### src/rtl/fp_act_pkg.sv
// Shared encodings and constants for the multi-mode float activation pipeline.
package fp_act_pkg;

    typedef enum logic [1:0] {
        MODE_SIGMOID = 2'd0,
        MODE_TANH    = 2'd1,
        MODE_RELU    = 2'd2,
        MODE_LEAKY   = 2'd3
    } mode_t;

    localparam int EXP_W = 8;
    localparam int MAN_W = 23;
    localparam int BIAS  = 127;

    localparam logic [31:0] QNAN = 32'h7FC0_0000;
    localparam logic [31:0] ONE  = 32'h3F80_0000;

    // PLAN constants held in units of 2^-5, rescaled to the datapath precision below
    localparam int PLAN_Q     = 5;
    localparam int PLAN_BP1   = 32;   // 1.0
    localparam int PLAN_BP2   = 76;   // 2.375
    localparam int PLAN_CLAMP = 160;  // 5.0
    localparam int PLAN_OFF0  = 16;   // 0.5
    localparam int PLAN_OFF1  = 20;   // 0.625
    localparam int PLAN_OFF2  = 27;   // 0.84375
    localparam int PLAN_ONE   = 32;   // 1.0

    function automatic int plan_scale(input int c, input int frac_bits);
        return c << (frac_bits - PLAN_Q);
    endfunction

endpackage

### src/rtl/fp_fix_normalize.sv
// Unsigned fixed-point magnitude to IEEE-754 single: leading-one detect and
// normalise, truncating any bits below the 23-bit mantissa.
module fp_fix_normalize
    import fp_act_pkg::*;
#(
    parameter int FRAC_BITS = 16,
    parameter int W         = 19
) (
    input  logic [W-1:0] i_mag,
    input  logic         i_sign,
    output logic [31:0]  o_float
);

    int          w_lead;
    logic [7:0]  w_exp;
    logic [22:0] w_frac;

    always_comb begin
        w_lead = 0;
        for (int i = 0; i < W; i++) begin
            if (i_mag[i]) w_lead = i;
        end
        w_exp  = 8'(BIAS + w_lead - FRAC_BITS);
        w_frac = 23'({i_mag, 23'd0} >> w_lead);
        if (i_mag == '0) o_float = 32'd0;
        else             o_float = {i_sign, w_exp, w_frac};
    end

endmodule

### src/rtl/fp_activation_pipe.sv
// Four-stage streaming activation unit: sigmoid/tanh through a fixed-point
// PLAN approximation, ReLU/leaky ReLU handled directly on the float encoding.
module fp_activation_pipe
    import fp_act_pkg::*;
#(
    parameter int FRAC_BITS   = 16,
    parameter int LEAKY_SHIFT = 3
) (
    input  logic        clk,
    input  logic        reset_n,
    input  logic        in_valid,
    output logic        in_ready,
    input  logic [1:0]  in_mode,
    input  logic [31:0] in_data,
    output logic        out_valid,
    input  logic        out_ready,
    output logic [31:0] out_data
);

    localparam int FX_W = FRAC_BITS + 3;
    localparam logic [FX_W-1:0] FX_BP1   = FX_W'(plan_scale(PLAN_BP1, FRAC_BITS));
    localparam logic [FX_W-1:0] FX_BP2   = FX_W'(plan_scale(PLAN_BP2, FRAC_BITS));
    localparam logic [FX_W-1:0] FX_CLAMP = FX_W'(plan_scale(PLAN_CLAMP, FRAC_BITS));
    localparam logic [FX_W-1:0] FX_OFF0  = FX_W'(plan_scale(PLAN_OFF0, FRAC_BITS));
    localparam logic [FX_W-1:0] FX_OFF1  = FX_W'(plan_scale(PLAN_OFF1, FRAC_BITS));
    localparam logic [FX_W-1:0] FX_OFF2  = FX_W'(plan_scale(PLAN_OFF2, FRAC_BITS));
    localparam logic [FX_W-1:0] FX_ONE   = FX_W'(plan_scale(PLAN_ONE, FRAC_BITS));
    localparam logic [8:0]      EXP_UNIT = 9'(150 - FRAC_BITS);

    logic w_adv;
    logic r_out_valid;
    logic [31:0] r_out_data;

    assign w_adv     = ~r_out_valid | out_ready;
    assign in_ready  = w_adv;
    assign out_valid = r_out_valid;
    assign out_data  = r_out_data;

    // S1: unpack, classify, fixed-point magnitude or float bypass result
    mode_t       w_mode;
    logic        w_sign, w_is_nan, w_is_inf, w_is_zero, w_neg, w_byp;
    logic [7:0]  w_exp;
    logic [22:0] w_man;
    logic [8:0]  w_exp_eff;
    logic [63:0] w_shifted;
    logic [FX_W-1:0] w_mag;
    logic [31:0] w_bpd;

    assign w_mode    = mode_t'(in_mode);
    assign w_sign    = in_data[31];
    assign w_exp     = in_data[30:23];
    assign w_man     = in_data[22:0];
    assign w_is_nan  = (w_exp == 8'hFF) && (w_man != '0);
    assign w_is_inf  = (w_exp == 8'hFF) && (w_man == '0);
    assign w_is_zero = (w_exp == 8'h00);
    assign w_neg     = w_sign & ~w_is_zero;

    always_comb begin
        // tanh works on |2x|, folded in as one extra exponent step
        w_exp_eff = {1'b0, w_exp} + ((w_mode == MODE_TANH) ? 9'd1 : 9'd0);
        if (w_exp_eff >= EXP_UNIT) w_shifted = 64'({1'b1, w_man}) << (w_exp_eff - EXP_UNIT);
        else                       w_shifted = 64'({1'b1, w_man}) >> (EXP_UNIT - w_exp_eff);
        if (w_is_zero)                                            w_mag = '0;
        else if (w_exp_eff >= 9'd130 || w_shifted >= 64'(FX_CLAMP)) w_mag = FX_CLAMP;
        else                                                      w_mag = w_shifted[FX_W-1:0];

        w_byp = w_is_nan || (w_mode == MODE_RELU) || (w_mode == MODE_LEAKY);
        w_bpd = 32'd0;
        if (w_is_nan)                   w_bpd = QNAN;
        else if (w_mode == MODE_RELU)   w_bpd = (w_sign || w_is_zero) ? 32'd0 : in_data;
        else if (w_mode == MODE_LEAKY) begin
            if (w_is_zero)                       w_bpd = 32'd0;
            else if (!w_sign || w_is_inf)        w_bpd = in_data;
            else if (w_exp <= 8'(LEAKY_SHIFT))   w_bpd = 32'h8000_0000;
            else                                 w_bpd = {1'b1, w_exp - 8'(LEAKY_SHIFT), w_man};
        end
    end

    logic            r_vld_p1, r_neg_p1, r_byp_p1;
    mode_t           r_mode_p1;
    logic [31:0]     r_bpd_p1;
    logic [FX_W-1:0] r_mag_p1;

    // S2: PLAN segment select, shifts and adds only
    logic [FX_W-1:0] w_y;

    always_comb begin
        if (r_mag_p1 < FX_BP1)        w_y = (r_mag_p1 >> 2) + FX_OFF0;
        else if (r_mag_p1 < FX_BP2)   w_y = (r_mag_p1 >> 3) + FX_OFF1;
        else if (r_mag_p1 < FX_CLAMP) w_y = (r_mag_p1 >> 5) + FX_OFF2;
        else                          w_y = FX_ONE;
    end

    logic            r_vld_p2, r_neg_p2, r_byp_p2;
    mode_t           r_mode_p2;
    logic [31:0]     r_bpd_p2;
    logic [FX_W-1:0] r_y_p2;

    // S3: sigmoid reflection / tanh rescale, sign application
    logic [FX_W-1:0] w_r;
    logic            w_rsign;

    always_comb begin
        w_r     = r_y_p2;
        w_rsign = 1'b0;
        if (r_mode_p2 == MODE_SIGMOID) begin
            if (r_neg_p2) w_r = FX_ONE - r_y_p2;
        end else if (r_mode_p2 == MODE_TANH) begin
            w_r     = (r_y_p2 << 1) - FX_ONE;
            w_rsign = r_neg_p2;
        end
        if (w_r == '0) w_rsign = 1'b0;
    end

    logic            r_vld_p3, r_rsign_p3, r_byp_p3;
    logic [31:0]     r_bpd_p3;
    logic [FX_W-1:0] r_r_p3;

    // S4: pack fixed magnitude back to float
    logic [31:0] w_norm;

    fp_fix_normalize #(
        .FRAC_BITS (FRAC_BITS),
        .W         (FX_W)
    ) u_norm (
        .i_mag   (r_r_p3),
        .i_sign  (r_rsign_p3),
        .o_float (w_norm)
    );

    always_ff @(posedge clk or negedge reset_n) begin
        if (!reset_n) begin
            r_vld_p1    <= 1'b0;
            r_vld_p2    <= 1'b0;
            r_vld_p3    <= 1'b0;
            r_out_valid <= 1'b0;
            r_out_data  <= 32'd0;
        end else if (w_adv) begin
            r_vld_p1    <= in_valid;
            r_vld_p2    <= r_vld_p1;
            r_vld_p3    <= r_vld_p2;
            r_out_valid <= r_vld_p3;
            r_out_data  <= r_byp_p3 ? r_bpd_p3 : w_norm;
        end
    end

    always_ff @(posedge clk) begin
        if (w_adv) begin
            r_mode_p1  <= w_mode;
            r_neg_p1   <= w_neg;
            r_byp_p1   <= w_byp;
            r_bpd_p1   <= w_bpd;
            r_mag_p1   <= w_mag;
            r_mode_p2  <= r_mode_p1;
            r_neg_p2   <= r_neg_p1;
            r_byp_p2   <= r_byp_p1;
            r_bpd_p2   <= r_bpd_p1;
            r_y_p2     <= w_y;
            r_rsign_p3 <= w_rsign;
            r_byp_p3   <= r_byp_p2;
            r_bpd_p3   <= r_bpd_p2;
            r_r_p3     <= w_r;
        end
    end

endmodule

### config.mk
export PLATFORM = sky130hd
export DESIGN_NAME = fp_activation_pipe
export DESIGN_NICKNAME = d
export VERILOG_FILES = /design/src/rtl/fp_act_pkg.sv /design/src/rtl/fp_fix_normalize.sv /design/src/rtl/fp_activation_pipe.sv
export SDC_FILE = /design/constraint.sdc
export NUM_CORES = 1
export LEC_CHECK = 0
export ABC_CLOCK_PERIOD_IN_PS = 9890
export CAP_MARGIN = 40
export CORE_MARGIN = 10
export CORE_UTILIZATION = 50
export CTS_CLUSTER_DIAMETER = 100
export DETAILED_ROUTE_END_ITERATION = 16
export PLACE_DENSITY = 0.69
export SETUP_SLACK_MARGIN = 0.15
export SKIP_CTS_REPAIR_TIMING = 1
export SLEW_MARGIN = 20
export SYNTH_ARGS = -nofsm -noshare
export SYNTH_HDL_FRONTEND = slang
export SYNTH_SLANG_ARGS = --single-unit
### constraint.sdc
create_clock -name clk -period 9.89 [get_ports clk]
set_clock_uncertainty 0.05 [all_clocks]
set_input_delay 1.4835 -clock clk [delete_from_list [all_inputs] [get_ports clk]]
set_output_delay 1.4835 -clock clk [all_outputs]
set_load 0.05 [all_outputs]
==> impl_metrics.env <==
export IMPL_synth_top_area_cell="edfxtp_1"
export IMPL_setup_viol_count_final=0
export IMPL_clk_latency_ns=0.42
export IMPL_route_detailed_drc=0
export IMPL_io_pins=72
export IMPL_drive_gt1_share_pct=8.38
export IMPL_ant_nets=0
export IMPL_dpl_cell_area_um2=13700
export IMPL_grt_start_max_net_pins=68
export IMPL_cp_end_kind="flip-flop"
export IMPL_slew_viol_final=0
export IMPL_synth_nets=1422
export IMPL_total_power_mw=4.28
export IMPL_postSynthAreaPerCell_um2=9.36
export IMPL_finish_utilization_pct=56.9
export IMPL_vias=10900
export IMPL_antenna_found_initial=0
export IMPL_routedWlPerCell_um=20.7
export IMPL_netlist_top_cells_count="160 x edfxtp_1, 147 x nand2_1, 119 x nor2_1, 105 x o21ai_0, 86 x a21oi_1"
export IMPL_synth_top_cell_area_share_pct=37.6
export IMPL_io_buffers=71
export IMPL_async_flop_share_pct=18.4
export IMPL_initial_core_util_pct=50.7
export IMPL_crit_type="input pin to flip-flop"
export IMPL_slew_headroom_pct=46.2
export IMPL_synth_edff_count=160
export IMPL_critPathMaxFanout=26
export IMPL_numCtsBuffers=17
export IMPL_vias_per_cell=6.30
export IMPL_p_per_area_nw_per_um2=299
export IMPL_final_setup_worst_slack_ns=3.25
export IMPL_gp_congestion=0.987
export IMPL_dp_cells=1694
export IMPL_yosys_most_used_dff="edfxtp_1"
export IMPL_clock_root_buffer="clkbuf_16"
export IMPL_crit_arrival_ns=6.76
export IMPL_synth_warning_count=0
export IMPL_finalInstanceArea_um2=14300
export IMPL_die_w_um=180
export IMPL_dpl_hpwl_um=26500
export IMPL_fp_dieH_um=180
export IMPL_fmax_mhz=151
export IMPL_area_growth_pct=12.2
export IMPL_finalHoldViolCount=0
export IMPL_stdcell_count=1726
export IMPL_grt_overflow=0
export IMPL_ys_types=85
export IMPL_htree_levels=4
export IMPL_initialDrtViolationCount=1197
export IMPL_rows=58
export IMPL_place_ws_ns=2.88
export IMPL_finalNetCount=1441
export IMPL_yosys_top_cells_area="edfxtp_1 38%, dfrtp_1 7.1%, mux2i_1 4.9%"
export IMPL_tightest_slew_ns=0.799
export IMPL_vdd_ir_drop_max_v=0.000231
export IMPL_grt_pass1_vias=10100
export IMPL_yosysSeqAreaShare_pct=44.7
export IMPL_ys_ff_latch=196
export IMPL_rsz0062_at_grt="false"
export IMPL_coreArea_um2=25200
export IMPL_hold_path_class="flip-flop to flip-flop"
export IMPL_dieArea_um2=32300
export IMPL_wl_um=35800
export IMPL_post_route_period_util_pct=67.1
export IMPL_clk_pin_slew_ns=0.07
export IMPL_dr_pass1_iters=5
export IMPL_tritoncts_num_sinks=196
export IMPL_hold_ws_ns=0.362
export IMPL_netlist_instances=1364
export IMPL_cp_start_kind="input pin"
export IMPL_status="completed"
export IMPL_power_leakage_nw=5.39
export IMPL_yosysMostFrequentCell="edfxtp_1"
export IMPL_drv_cap=0
export IMPL_gr_usage_all_layers_pct=21.4
export IMPL_antenna_cells=0
export IMPL_cp_required_ns=10.01
export IMPL_grt_pass1_wl_um=57000
export IMPL_clock_tree_buffer_depth=2
export IMPL_setup_tns_ns=0
export IMPL_period_minus_slack_ns=6.64
export IMPL_syn_cell_area_um2=12800
export IMPL_cts_tree="yes"
export IMPL_fill_cells=2221
-- cell families after synthesis --
| kind of cell | Yosys count | synth area share [%] |
|---|---|---|
| compound gates | 392 | 19.8 |
| xor+xnor | 21 | 1.68 |
| buf+inv | 134 | 4.21 |
| fa+ha+maj | 20 | 1.96 |
| mux | 85 | 7.67 |
| flops | 196 | 44.7 |
| simple gates | 516 | 19.9 |
-- sequential cells by signal (all words and copies together), names as in the netlist, 2 cells and up --
register / flops
r_bpd_p3: 32
r_r_p3: 19
r_y_p2: 18
r_mag_p1: 17
r_mode_p1: 2
r_mode_p2: 2
out_data: 32
r_bpd_p1: 32
r_bpd_p2: 32
-- report_power, final --
group          switching (mW)  total [mW]  internal (mW)  leakage (nW)
clock                   0.334       0.686          0.352         0.299
sequential              0.238        1.55           1.31          2.15
combinational            1.36        2.04          0.688          2.94
-- layout by cell type, fill, tap and decap left out, drive strengths merged, types with 6 or more instances in the layout --
master / netlist / final
nor2: 119 / 119
nor2b: 13 / 13
mux2i: 63 / 63
clkbuf: 71 / 18
o32ai: 6 / 6
ha: 20 / 20
or4: 8 / 8
and3: 35 / 35
o211ai: 19 / 19
a211oi: 23 / 23
nand2: 147 / 147
inv: 37 / 47
nand3: 46 / 46
mux4: 9 / 9
or3: 8 / 8
dfrtp: 36 / 36
xnor2: 15 / 15
o22ai: 16 / 16
nand2b: 23 / 23
o21ai: 109 / 109
or2: 13 / 13
a31oi: 17 / 17
mux2: 13 / 13
o31ai: 13 / 13
a32oi: 7 / 7
buf: 26 / 26
a21oi: 86 / 86
nor4: 15 / 15
a221oi: 14 / 14
a22oi: 18 / 18
nor3: 52 / 52
clkdlybuf4s50: 0 / 71
and2: 7 / 7
nand4: 17 / 17
edfxtp: 160 / 160
-- layer usage --
layer	wire length, um	share of wire [%]	vias to the layer above	track usage, %
met5	0	0	-	0
met3	2060	5.7	60	3.05
met1	15700	44	5168	28.7
li1	-	-	5226	-
met2	17100	48	424	34.6
met4	974	2.7	0	7.84
-- final timing paths --
path / startpoint / to / slack (ns) / cells past startpoint
hold / removal: r_bpd_p1[7] / r_bpd_p2[7] / 0.36 / 0
max in group asynchronous: reset_n / out_data[30] / 8.01 / 2
setup reg to reg: r_y_p2[5] / r_rsign_p3 / 6.26 / 8
min in group asynchronous: reset_n / out_data[31] / 1.44 / 2
hold reg to reg: r_bpd_p1[7] / r_bpd_p2[7] / 0.36 / 0
setup / recovery: in_mode[0] / r_mag_p1[16] / 3.25 / 16
-- layout make-up --
| type | instances | area, um2 | area share, % |
|---|---|---|---|
| Multi-Input combinational cell | 1034 | 6540 | 45.6 |
| Clock inverter | 14 | 168 | 1.17 |
| Timing Repair Buffer | 97 | 915 | 6.39 |
| Inverter | 37 | 144 | 1.00 |
| Clock buffer | 18 | 439 | 3.07 |
| Sequential cell | 196 | 5710 | 39.8 |
| Tap cell | 330 | 413 | 2.88 |
-- worst max-delay path, cell delays in order --
cell and delay, ns:
clkdlybuf4s50_1 0.57, nor2b_1 0.32, ha_1 0.47, xor2_2 0.16, buf_4 0.37, ha_1 0.33
xor2_1 0.32, xnor2_2 0.15, buf_4 0.34, nand2_1 0.08, and3_1 0.18, a21oi_1 0.15
a21oi_1 0.10, a221oi_1 0.60, nand4_2 0.60, or3_1 0.52
Power figures use the tool's default switching activity.
